## src/rtl/deser7_pkg.sv

```systemverilog
// deser7_pkg: shared word/counter sizing for the 7-bit serial capture macro.
package deser7_pkg;
  localparam int WORD_W = 7;
  localparam int CNT_W  = 3;
  localparam logic [CNT_W-1:0] CNT_LAST = 3'd6;
endpackage

```

## src/rtl/deser7.sv

```systemverilog
// deser7: serial-to-parallel capture, one bit per enabled CK, 7-bit word on
// Q0..Q6 with a one-cycle QV strobe. Q0 holds the first bit received.
// Optional: define DESER7_ZERO_FLAG_EN to add ZN0, the all-zero (7-input NOR)
// flag of the output word.
module deser7
  import deser7_pkg::*;
(
  input  logic CK,
  input  logic RST,
  input  logic SI,
  input  logic EN,
  input  logic SYNC,
  output logic Q0,
  output logic Q1,
  output logic Q2,
  output logic Q3,
  output logic Q4,
  output logic Q5,
  output logic Q6,
  output logic QV
`ifdef DESER7_ZERO_FLAG_EN
  ,
  output logic ZN0
`endif
);

  logic [CNT_W-1:0]  cnt;
  logic [WORD_W-2:0] sr;   // bits 0..5 of the word in progress
  logic [WORD_W-1:0] q;
  logic              qv;

  // Bit accumulation, word completion and boundary restart; QV is a pulse.
  always_ff @(posedge CK) begin
    if (RST) begin
      cnt <= '0;
      sr  <= '0;
      q   <= '0;
      qv  <= 1'b0;
    end else begin
      qv <= 1'b0;
      if (SYNC) begin
        // Drop the partial word; an accepted bit in this cycle is bit 0.
        if (EN) begin
          sr[0] <= SI;
          cnt   <= CNT_W'(1);
        end else begin
          cnt <= '0;
        end
      end else if (EN) begin
        if (cnt == CNT_LAST) begin
          q   <= {SI, sr};
          cnt <= '0;
          qv  <= 1'b1;
        end else begin
          for (int i = 0; i < WORD_W-1; i++)
            if (cnt == i[CNT_W-1:0]) sr[i] <= SI;
          cnt <= cnt + CNT_W'(1);
        end
      end
    end
  end

  assign {Q6, Q5, Q4, Q3, Q2, Q1, Q0} = q;
  assign QV = qv;

`ifdef DESER7_ZERO_FLAG_EN
  assign ZN0 = ~|q;
`endif

endmodule

```

## config.mk

```make
export PLATFORM = sky130hd
export DESIGN_NAME = deser7
export DESIGN_NICKNAME = d
export VERILOG_FILES = /design/src/rtl/deser7_pkg.sv /design/src/rtl/deser7.sv
export SDC_FILE = /design/constraint.sdc
export NUM_CORES = 1
export LEC_CHECK = 0
export CELL_PAD_IN_SITES_DETAIL_PLACEMENT = 1
export CELL_PAD_IN_SITES_GLOBAL_PLACEMENT = 1
export CORE_MARGIN = 8
export CORE_UTILIZATION = 41
export CTS_BUF_LIST = sky130_fd_sc_hd__clkbuf_16
export CTS_CLUSTER_SIZE = 25
export DETAILED_ROUTE_END_ITERATION = 8
export PLACE_DENSITY_LB_ADDON = 0.1
export RECOVER_POWER = 100
export SKIP_LAST_GASP = 1
export SYNTH_ARGS = -nofsm -noshare
export SYNTH_HDL_FRONTEND = slang
export SYNTH_SLANG_ARGS = --single-unit
```

## constraint.sdc

```tcl
create_clock -name CK -period 1.9 [get_ports CK]
set_input_delay 0.38 -clock CK [delete_from_list [all_inputs] [get_ports CK]]
set_output_delay 0.38 -clock CK [all_outputs]
set_load 0.1 [all_outputs]
```

# Word-level counts from Yosys, hierarchy flattened
# Index checks and enable logic that the tools add are counted.
# Widths: inputs -> output; s select.
[totals]
ff_bits = 17
[op_classes]
n_addsub = 1
eq_ne = 7
muxes = 10
n_bitwise = 3
n_reduce_logical = 11
[op_table]
columns = ["operator", "n"]
rows = [
  ["$reduce_and 4->1", 5],
  ["$eq 3x3->1 const B", 3],
  ["$mux 3", 3],
  ["$mux 1", 7],
  ["$eq 3x2->1 const B", 2],
  ["$reduce_and 3->1", 2],
  ["$reduce_bool 2->1", 2],
  ["$add 3x1->3 const B", 1],
  ["$eq 3x1->1 const B", 1],
  ["$logic_not 3->1", 1],
  ["$not 1->1", 3],
  ["$reduce_or 3->1", 1],
  ["$ne 2x2->1 const B", 1],
]

# Depth between registers and ports, before layout
[depth]
ltp_word = 5
ltp_mapped = 6
depth_no_buf = 5

# Least setup slack after synthesis
# Ideal clock, no wire load.
[synth_path]
path_kind = "reg2out"
start = "reg q[0]"
end = "out Q0"
t_arrival_ps = 925
required_ps = 1520
setup_slack_ps = 595
stages_incl_launch_ff = 1
path_cell_list = "dfxtp_1"
[synth_lines]
columns = ["element", "line_no", "text"]
rows = [
  ["start, declared", "deser7.sv:29", "logic [WORD_W-1:0] q;"],
  ["start signal, assigned", "deser7.sv:51", "q <= {SI, sr};"],
  ["end, declared", "deser7.sv:13", "output logic Q0,"],
]
# No word-level cell between the ends.

# Worst setup path in the final report
[layout_path]
start = "in EN"
end = "reg q[6]"
[layout_between]
elab_chain_cells = 1
[layout_rtl]
columns = ["element", "line_no", "text"]
rows = [
  ["start, declared", "deser7.sv:11", "input logic EN,"],
  ["$reduce_and 3->1 (no source line)", "--", ""],
]
# No other way between the ends.
# A chain may end at the register's enable or synchronous reset.

==> results.md <==
- Status: completed
- PD cells: 865.9 nW/um^2
- Core area: 1727 um^2
- Die width: 59.01 um
- Leakage: 0.0004390 uW
- CTS Buf Count: 3
- Yosys reg bits: 17
- CTS resizes: 0
- WL final: 1.493 mm
- Skew-Pair Late Insertion Delay: 0.24 ns
- Clock Tree Buf Depth: 2
- Crit Path Class: primary input to register
- Crit-path max FO: 8
- H-tree lvl count: 1
- # hold bufs at CTS: 0
- Worst hold path cell count: 2
- Hold Path End: q[6]
- Final ANT Viol Nets: 0
- Final TNS setup: 0 ns
- Combinational Power Share: 5.3%
- Post-synthesis cell count: 75
- Max cap viols: 0
- HPWL after detailed placement: 1.092 mm
- Layout cells sized above 1: 18.89%
- Synth unique cells: 21
- Mapped Avg Cell Area: 10.11 um^2
- Clock power frac: 49.8%
- Fmax: 0.6531 GHz
- Max-slew headroom: 63.95%
- Postcts setup bufs: 0
- Nets: 97
- Multi-input gate area: 394.1 um^2
- CTS root buf: clkbuf_16
- Gr usage total: 10.02%
- Switching part of the total: 18.60%
- Flop pwr share: 44.9%
- Sw Pwr: 151.3 uW
- Sequential fraction of the synthesis area: 44.88%
- Initial antenna violation count: 0
- CTS tree: built
- Area occupied by registers: 340.3 um^2
- Starting Density: 43.91%
- Crit path time final: 1.531 ns
- Post-Syn Area: 758.2 um^2
- R2R Path End: cnt[2]
- Hold Crit Start: q[6]
- Vias: 560
- Number of DRC markers in iteration 0: 1
- N_diodes: 0
- Pint: 662.3 uW
- Final GP Congestion: 0.8219
- Via-per-instance ratio: 4.870
- Hold WS: 0.4747 ns
- RSZ-0062 raised after global routing: no
- Die area: 3482 um^2
- Worst Reg-to-Reg Cells: 5
- Port bufs: 12
- IR drop worst, VDD: 666.2 uV
- I/O pins: 13
- Syn Nets: 81
- CP required: 2.02 ns
- Critical Path Sink Type: register
- Actual slew at the worst max-slew pin: 0.5430 ns
- Max Slew Vio Count: 0
- Largest net degree at the start of global routing: 12
- Grt total ovfl: 0
- Final setup viols: 0
- Layout Area Growth over Synthesis: 23.93%
- Drt first pass iters: 2
- YS warnings: 0
- Number of global-route vias before repair: 604
- Reg clk slew, reported paths: 0.05 ns
- Worst reg2reg setup slack: 0.59 ns
- Final hold vios: 0
- Worst reg2reg startpoint: cnt[2]
- Avg WL per Cell: 12.98 um
- First-pass GRT wire length: 2.594 mm
- Die Y: 59.01 um
- Min-Delay Path Class: register to register
- Critical path launch point type: primary input
- Clock Skew: 0.003497 ns
- Fill count: 203
- Final period utilization: 80.59%
- CP Data Arrival Time: 1.65 ns
- Clock sink count: 17
- Cell Rows: 15
- # DRC: 0
==> worst max path at each step <==
stage / start / end / slack (ns) / depth (start not counted)
3_5_place_dp: SYNC / q[0] / 0.20 / 4
4_1_cts: SYNC / q[1] / 0.44 / 4
5_1_grt: EN / q[1] / 0.29 / 4
2_1_floorplan: q[0] / Q0 / 0.59 / 0
3_3_place_gp: SYNC / q[1] / 0.22 / 4
6_report: EN / q[6] / 0.37 / 4
==> state kept, by name, summed over array words and instances (netlist names) <==
signal,flops
q,7
cnt,3
sr,6
QV,1
==> placed cells by master (no fill, tap or decap) <==
| master | synthesis | final |
|---|---|---|
| dfxtp_1 | 17 | 17 |
| nand2b_1 | 14 | 14 |
| mux2i_1 | 13 | 13 |
| clkbuf_2 | 0 | 8 |
| nor2_1 | 4 | 4 |
| inv_1 | 2 | 3 |
| nand2_1 | 3 | 3 |
| nand3_1 | 3 | 3 |
| o21ai_0 | 3 | 3 |
| clkbuf_16 | 0 | 3 |
| nor3_1 | 2 | 2 |
| a21oi_1 | 2 | 2 |
| dlygate4sd3_1 | 0 | 2 |
| clkdlybuf4s50_1 | 0 | 2 |
| and2_2 | 1 | 1 |
| and2b_1 | 0 | 1 |
| and2b_4 | 1 | 1 |
| nand3_4 | 1 | 1 |
| nand3b_1 | 1 | 1 |
| a32oi_1 | 1 | 1 |
| nor3b_2 | 1 | 1 |
| and2b_2 | 2 | 1 |
| a22oi_1 | 1 | 1 |
| ha_1 | 1 | 1 |
| buf_4 | 0 | 1 |
==> per-layer routing <==
metal	part of all wire (%)	global-route usage (%)
met4	1.6	5.802
met5	0	0
met3	4.5	5.206
met2	49	16.20
met1	45	10.09
==> power groups by stage <==
stage | clock network [uW] | logic (uW) | registers (uW)
3_5_place_dp | 0 | 44.2 | 373
6_report | 405 | 43.1 | 366
4_1_cts | 416 | 44.9 | 366
5_1_grt | 436 | 47.3 | 366
3_3_place_gp | 0 | 43.8 | 373
2_1_floorplan | 0 | 25.9 | 371
==> critical path, stage by stage <==
cell and delay (ns):
dlygate4sd3_1 0.63, and2b_1 0.28, nand3_4 0.19, mux2i_1 0.17
==> cells in the mapped netlist (all sizes together) <==
master,instances,share of area [%]
a21oi,2,1.3
mux2i,13,17
a22oi,1,0.99
nor3,2,1.3
dfxtp,17,45
nand3b,1,0.99
and2,1,0.99
a32oi,1,1.2
nor2,4,2.0
nand2b,14,12
nand3,4,4.3
inv,2,0.99
clkbuf,1,0.49
nor3b,1,1.6
buf,1,1.5
and2b,3,3.6
o21ai,3,2.0
ha,1,1.6
nand2,3,1.5
==> layout make-up <==
class,instances,share of cell area (%)
Inverter,2,0.7989
Sequential cell,17,36.22
Timing Repair Buffer,13,9.321
Multi-Input combinational cell,54,41.94
Clock inverter,1,0.3995
Tap cell,25,3.329
Clock buffer,3,7.989
==> kinds of logic after synthesis <==
group	synth area share (%)
AO/OA/AOI/OAI	5.446
adder cells (fa/ha/maj)	1.650
AND/OR/NAND/NOR	27.89
multiplexers	17.16
flip-flops	44.88
buffers and inverters	2.970
==> metrics by stage <==
| stage | cell area [um^2] | instances | worst slack [ns] | utilization (%) | total power [uW] |
|---|---|---|---|---|---|
| 5_1_grt | 939.7 | 115 | 0.2860 | 54.42 | 849.3 |
| 2_1_floorplan | 758.2 | 75 | 0.5949 | - | 397.3 |
| 4_1_cts | 960.9 | 115 | 0.4437 | 55.65 | 826.1 |
| 3_5_place_dp | 882.1 | 111 | 0.1966 | 51.09 | 417.0 |
| 3_3_place_gp | 882.1 | 111 | 0.2219 | 51.09 | 416.4 |
| 6_report | 939.7 | 115 | 0.3688 | 54.42 | 813.6 |
(Power assumes the default switching activity.)
